$ cat src/rtl/decimal_key_encoder.sv
`default_nettype none
// ============================================================================
// Module   : decimal_key_encoder
// Brief    : Debounced one-hot decimal keypad to 4-bit binary encoder with a
//            valid/ready output. Optional macro DEC_ENC_ERR_EN rejects
//            multi-key presses with an err pulse instead of priority-encoding.
// Revision : 1.0 - initial release
// ============================================================================
module decimal_key_encoder #(
    parameter int DEB_CYCLES = 4
) (
    input  logic       clk,
    input  logic       rst,
    input  logic [9:0] dec_in,
    input  logic       bin_ready,
    output logic [3:0] bin_out,
    output logic       bin_valid,
    output logic       err
);

    typedef enum logic [1:0] {
        S_IDLE    = 2'd0,
        S_DEB     = 2'd1,
        S_SEND    = 2'd2,
        S_RELEASE = 2'd3
    } state_t;

    localparam logic [7:0] c_deb_last = 8'(DEB_CYCLES - 1);

    logic [9:0] r_sync1;
    logic [9:0] r_sync2;
    logic [9:0] w_ds;
    state_t     r_state;
    state_t     w_state_nxt;
    logic [9:0] r_sample;
    logic [9:0] w_sample_nxt;
    logic [7:0] r_cnt;
    logic [7:0] w_cnt_nxt;
    logic [3:0] r_bin_out;
    logic [3:0] w_bin_out_nxt;
    logic       r_bin_valid;
    logic       w_bin_valid_nxt;
    logic [3:0] w_hi_idx;
    logic       w_reject;

    assign w_ds = r_sync2;

    // Highest set bit wins when several keys are down together.
    always_comb begin
        w_hi_idx = 4'd0;
        for (int k = 0; k < 10; k++) begin
            if (r_sample[k]) begin
                w_hi_idx = 4'(k);
            end
        end
    end

`ifdef DEC_ENC_ERR_EN
    logic w_multi;
    logic r_err;

    assign w_multi  = (r_sample & (r_sample - 10'd1)) != 10'd0;
    assign w_reject = w_multi;

    always_ff @(posedge clk or posedge rst) begin
        if (rst) begin
            r_err <= 1'b0;
        end else begin
            r_err <= (r_state == S_DEB) && (w_ds == r_sample) &&
                     (r_cnt == c_deb_last) && w_multi;
        end
    end

    assign err = r_err;
`else
    assign w_reject = 1'b0;
    assign err      = 1'b0;
`endif

    always_ff @(posedge clk or posedge rst) begin
        if (rst) begin
            r_sync1     <= 10'd0;
            r_sync2     <= 10'd0;
            r_state     <= S_IDLE;
            r_sample    <= 10'd0;
            r_cnt       <= 8'd0;
            r_bin_out   <= 4'd0;
            r_bin_valid <= 1'b0;
        end else begin
            r_sync1     <= dec_in;
            r_sync2     <= r_sync1;
            r_state     <= w_state_nxt;
            r_sample    <= w_sample_nxt;
            r_cnt       <= w_cnt_nxt;
            r_bin_out   <= w_bin_out_nxt;
            r_bin_valid <= w_bin_valid_nxt;
        end
    end

    always_comb begin
        w_state_nxt     = r_state;
        w_sample_nxt    = r_sample;
        w_cnt_nxt       = r_cnt;
        w_bin_out_nxt   = r_bin_out;
        w_bin_valid_nxt = r_bin_valid;
        case (r_state)
            S_IDLE: begin
                if (w_ds != 10'd0) begin
                    w_sample_nxt = w_ds;
                    w_cnt_nxt    = 8'd0;
                    w_state_nxt  = S_DEB;
                end
            end
            S_DEB: begin
                if (w_ds == 10'd0) begin
                    w_cnt_nxt   = 8'd0;
                    w_state_nxt = S_IDLE;
                end else if (w_ds != r_sample) begin
                    w_sample_nxt = w_ds;
                    w_cnt_nxt    = 8'd0;
                end else if (r_cnt != c_deb_last) begin
                    w_cnt_nxt = r_cnt + 8'd1;
                end else if (w_reject) begin
                    w_cnt_nxt   = 8'd0;
                    w_state_nxt = S_RELEASE;
                end else begin
                    w_bin_out_nxt   = w_hi_idx;
                    w_bin_valid_nxt = 1'b1;
                    w_state_nxt     = S_SEND;
                end
            end
            S_SEND: begin
                if (bin_ready) begin
                    w_bin_valid_nxt = 1'b0;
                    w_cnt_nxt       = 8'd0;
                    w_state_nxt     = S_RELEASE;
                end
            end
            S_RELEASE: begin
                // Any key activity restarts the release window; no auto-repeat.
                if (w_ds != 10'd0) begin
                    w_cnt_nxt = 8'd0;
                end else if (r_cnt == c_deb_last) begin
                    w_cnt_nxt   = 8'd0;
                    w_state_nxt = S_IDLE;
                end else begin
                    w_cnt_nxt = r_cnt + 8'd1;
                end
            end
            default: begin
                w_state_nxt = S_IDLE;
            end
        endcase
    end

    assign bin_out   = r_bin_out;
    assign bin_valid = r_bin_valid;

endmodule
`default_nettype wire

$ cat config.mk
export PLATFORM = sky130hd
export DESIGN_NAME = decimal_key_encoder
export DESIGN_NICKNAME = d
export VERILOG_FILES = /design/src/rtl/decimal_key_encoder.sv
export SDC_FILE = /design/constraint.sdc
export NUM_CORES = 1
export LEC_CHECK = 0
export BUFFER_PORTS_ARGS = -buffer_cell sky130_fd_sc_hd__buf_2
export CAP_MARGIN = 5
export CORE_ASPECT_RATIO = 2
export CORE_MARGIN = 1.5
export CORE_UTILIZATION = 40
export CTS_CLUSTER_DIAMETER = 50
export DETAILED_ROUTE_END_ITERATION = 7
export PLACE_DENSITY_LB_ADDON = 0.3
export SYNTH_ARGS = -nofsm -noshare
export SYNTH_HDL_FRONTEND = slang
export SYNTH_SLANG_ARGS = --single-unit
$ cat constraint.sdc
create_clock -name clk -period 2.96 [get_ports clk]
set_input_delay 0.888 -clock clk [delete_from_list [all_inputs] [get_ports clk]]
set_output_delay 0.888 -clock clk [all_outputs]
set_load 0.01 [all_outputs]
-- Yosys cells after proc, flatten, opt, wreduce, memory -nomap -nowiden
Cells that the tools add are included.
- add/subtract/negate cells: 1
- equal/unequal tests: 17
- multiplexer cells: 34
- bitwise operators: 3
- reductions and logical operators: 10
- operator list (cell ; number):
    two-way mux 8 bit ; 7
    one-hot mux 8 bit (4 select lines) ; 1
    two-way mux 10 bit ; 3
    one-hot mux 10 bit (2 select lines) ; 1
    two-way mux 2 bit ; 9
    two-way mux 4 bit ; 4
    inequality test 2 bit (second input constant) ; 8
    logical NOT 10 bit ; 1
    inequality test 10 bit ; 1
    nonzero test 10 bit ; 1
    adder 8 x 1 -> 8 bit (second input constant) ; 1
    == test 8 x 2 -> 1 bit (second input constant) ; 1
    inequality test 8 x 2 -> 1 bit (second input constant) ; 1
    one-hot mux 2 bit (4 select lines) ; 1
    AND reduction 4 bit ; 2
    two-way mux 3 bit ; 2
    inequality test 3 bit (second input constant) ; 2
    AND reduction 6 bit ; 1
    two-way mux 1 bit ; 5
    AND reduction 5 bit ; 1
    == test 2 bit (second input constant) ; 2
    inequality test 4 bit (second input constant) ; 1
    nonzero test 2 bit ; 2
    NOT 1 bit ; 3
    other kinds (4) ; 4
- register bits: 45
- bits of input ports: 13
- output and inout port bits: 6
- word-level logic and storage cells: 72

-- Logic depth before layout (Yosys ltp)
- depth in word-level cells: 9
- mapped depth: 8
- depth with buffers taken out: 7

-- Worst setup path after synthesis
Ideal clock, no wire load.
- path kind: register to register
- start: reg r_sync2[2]
- end: reg r_cnt[1]
- setup time: 0.125 ns
- arrival time: 2.078 ns
- required time: 2.835 ns
- slack: 0.757 ns
- cell stages (with the launch flop): 7
- buffers on the path: 1
- period minus slack after synthesis: 2.203 ns
- path through: dfrtp_1 or4_4 o41a_1 and4_1 buf_6 nor2_1 mux2_2
- longest elaborated chain between the ends: 4
- elaborated cells between the ends (all ways): 10
- classes of those cells: 3 x eq/ne; 4 x mux; 3 x reduce/logical
- RTL lines (element ; RTL line ; RTL):
    from (decl) ; 31 ; logic [9:0] r_sync2;
    from (signal assigned) ; 91 ; r_sync2 <= r_sync1;
    inequality test 10 bit ; 118 ; end else if (w_ds != r_sample) begin
    two-way mux 8 bit ; 118 ;
    two-way mux 8 bit ; 115 ; if (w_ds == 10'd0) begin
    one-hot mux 8 bit (4 select lines) ; 106 ; case (r_state)
    to (signal assigned) ; 94 ; r_cnt <= w_cnt_nxt;
    to (decl) ; 37 ; logic [7:0] r_cnt;
Several ways; a longest one is shown, not always the timed one.
A chain may end at the register's enable or synchronous reset.

-- Worst setup path in the final report
Ends and elaborated chain as after synthesis.

==> impl_metrics.csv <==
group,metric,value,unit
layout,area_growth,13.2,%
drt,vias,1293,
layout,final_nets,193,
clock_tree,cts_tree,"done",
min_path,hold_depth,0,
die,dieArea,5270,um2
clock_tree,htree_levels,2,
clock_tree,cts-hold-fix-buffers,0,
synth,synth_adder_area_share,0.649,%
critical_path,cp_slowest_cell,"or4_4",
die,die_x,52.1,um
timing,setup_viol,0,
synth,syn_avg_cell_area,12.4,um2
synth,netlist_area,1930,um2
synth,synth_top_family_by_area,"simple AND/OR/NAND/NOR gates",
timing,fmax,0.433,GHz
clock_tree,clkSlewWorstSetupHoldPaths,0.08,ns
timing,finalMaxSlewViolations,0,
timing,fin_skew,0.00800,ns
timing,hold_ws,0.349,ns
critical_path,critical_path_arrival,2.48,ns
global_routing,grt_max_degree,46,
place,pre_cts_ws,0.663,ns
clock_tree,cts_resized,0,
global_routing,global_route.overflow_total,0,
synth,synth.ff_latch_count,45,
timing,setup_slack,0.653,ns
layout,diodes,0,
critical_path,max_stage_delay,0.58,ns
clock_tree,clockBufferDepth,2,
synth,synth_edf_count,0,
drt,drc,0,
drt,ant_nets,0,
clock_tree,cts_buffers,5,
drt,routed_wl,3780,um
synth,synth_simple_gate_area_share,15.6,%
timing,period_minus_slack,2.31,ns
layout,n_fill_cell,456,
min_path,worstHoldEndpoint,"r_sync2[5]",
power_and_ir_drop,powerDensity,530,nW/um2
global_routing,track_usage,16.0,%
synth,synthMuxAreaShare,8.17,%
die,io_pins,19,
critical_path,end_kind,"flip-flop",
synth,yosysSeqAreaShare,58.4,%
power_and_ir_drop,power.total,1.16,mW
clock_tree,clkSinkCount,45,
drt,dr.pass1.iters,4,
global_routing,grt_pass1_wl,6090,um
synth,synth-compound-area-share,10.8,%
die,core_area,4640,um2
place,place.gp.congestion,0.874,
place,hpwl,2910,um
synth,async_flop_share,100,%
critical_path,crit_path_max_fanout,8,
critical_path,rr_endpoint,"r_cnt[1]",
critical_path,r2r.worst_path.cells,5,
run_status,outcome,"complete, no violations",
power_and_ir_drop,max-vdd-ir-drop,0.401,mV
timing,setup_tns,0,ns
min_path,min_path_type,"reg -> reg",
timing,relSlewSlack,52.4,%
critical_path,crit_required,3.13,ns
global_routing,grt_pass1_vias,1368,
critical_path,crit_type,"reg -> reg",
clock_tree,root_buffer,"clkbuf_8",
clock_tree,clkLatencyLatePin,0.29,ns
synth,ys.flop_type,"dfrtp_1",
critical_path,crit_start,"r_sync2[2]",
run,max-cap-violations,0,
layout,final_cells,235,
power_and_ir_drop,p_leak,0.930,nW
drt,top_layer_used,"met4",
drt,initialDrtViolationCount,9,
drt,wl_met1,1280,um
place,portBuffers,17,
layout,layout-drive-gt1-share,27.2,%
die,initial_core_util,41.6,%
synth,syn_inst,156,
drt,vias_per_cell,5.50,
critical_path,r2r-start,"r_sync2[2]",
clock_tree,post-cts-setup-buffer-count,0,
synth,synth_xor_area_share,4.54,%
critical_path,crit_chain,"or4_4 -> o41a_1 -> and4_1 -> nor2_1 -> mux2_2",
timing,layout_worst_path_cycle_share,77.9,%
place,place_inst,227,
global_routing,antenna_found_initial,0,
timing,hold_viol,0,
drt,met3_length,106,um
die,num_rows,35,
timing,worst_pin_slew,0.710,ns
synth,yosys_warnings,0,
timing,rsz0062_at_grt,"false",
critical_path,critPathLaunchType,"flip-flop",
min_path,min-delay-start,"r_sync1[5]",
synth,synth_nets,170,
drt,wl_met2,2270,um
synth,synthDistinctLibCells,38,
critical_path,regToRegSetupSlack,0.65,ns
drt,wl_per_cell,16.1,um
die,dieHeight,101,um
routing by layer:
metal  global-route usage [%]  vias to the layer above
met4                     8.50                        0
met5                        0                        -
met3                     3.54                       10
li1                         -                      599
met2                     30.7                       27
met1                     14.7                      657
report_power, final:
group | internal (mW) | switching [mW] | leakage (nW)
clock | 0.253 | 0.196 | 0.0554
combinational | 0.0229 | 0.0317 | 0.321
sequential | 0.635 | 0.0192 | 0.554
total | 0.911 | 0.247 | 0.930
final cells by class:
| type | instances | area (um2) | share of cell area [%] |
|---|---|---|---|
| sequential | 45 | 1130 | 51.6 |
| multi-input combinational | 105 | 769 | 35.2 |
| timing repair buffer | 18 | 92.6 | 4.24 |
| clock buffer | 6 | 72.6 | 3.32 |
| tap | 55 | 68.8 | 3.15 |
| clock inverter | 2 | 38.8 | 1.78 |
| inverter | 4 | 15.0 | 0.688 |
synth_stat cells (3+ instances only):
library cell,number,area share [%]
a21oi_1,6,1.6
a2bb2oi_1,4,1.8
mux2_2,14,8.2
nor3_1,4,1.0
o31ai_1,4,1.6
xor2_1,10,4.5
nand2_1,14,2.7
dfrtp_1,45,58
nand3_1,4,1.0
or2_2,3,0.97
nor4_1,3,0.97
o21ai_0,6,1.6
inv_1,4,0.78
nor4b_1,3,1.4
nor2_1,6,1.2
sequential cells by signal, indices dropped and copies added (netlist names), named ones only:
| signal | count |
|---|---|
| bin_out | 4 |
| bin_valid | 1 |
| r_cnt | 8 |
| r_sample | 10 |
| r_state | 1 |
| r_sync1 | 10 |
| r_sync2 | 10 |
placed cells by master, fill, tap and decap left out, types with 2 or more instances in the layout:
cell type and count:
buf_2 17, nand3_1 4, nor4b_1 3, o21ai_0 6
clkbuf_8 5, a2bb2oi_1 4, a21oi_1 6, nor4_1 3
nor2b_1 2, nand2_1 14, mux2_2 14, o31ai_1 4
or2_2 3, inv_1 4, o211ai_1 2, o21bai_1 2
dfrtp_1 45, nor3_1 4, nor2_1 6, xor2_1 10
per-stage QoR:
stage	utilization (%)	area, um2
after detailed placement	44.6	2070
after floorplan	-	1930
after global placement	44.6	2070
after global routing	47.0	2180
after CTS	47.0	2180
final	47.0	2180
cells by family after synthesis:
| logic type | after synthesis |
|---|---|
| AO/OA/AOI/OAI | 28 |
| XOR/XNOR | 10 |
| adder cells (fa/ha/maj) | 1 |
| buffers and inverters | 6 |
| flip-flops | 45 |
| multiplexers | 14 |
| other | 1 |
| AND/OR/NAND/NOR | 51 |
worst max path at each step:
| stage | to | slack (ns) | depth (start not counted) |
|---|---|---|---|
| after detailed placement | r_cnt[1] | 0.66 | 5 |
| after global routing | r_cnt[6] | 0.51 | 6 |
| after floorplan | r_cnt[1] | 0.76 | 6 |
| after CTS | r_cnt[1] | 0.64 | 5 |
| final | r_cnt[1] | 0.65 | 5 |
| after global placement | r_cnt[1] | 0.72 | 5 |
worst max-delay path, delay by kind of cell, from the launching register on:
family	cells	cell delay (ns)
AO/OA/AOI/OAI	1	0.45
multiplexers	1	0.34
flip-flops	1	0.41
AND/OR/NAND/NOR	3	0.99
Note: power is estimated with default switching activity, not from simulation.
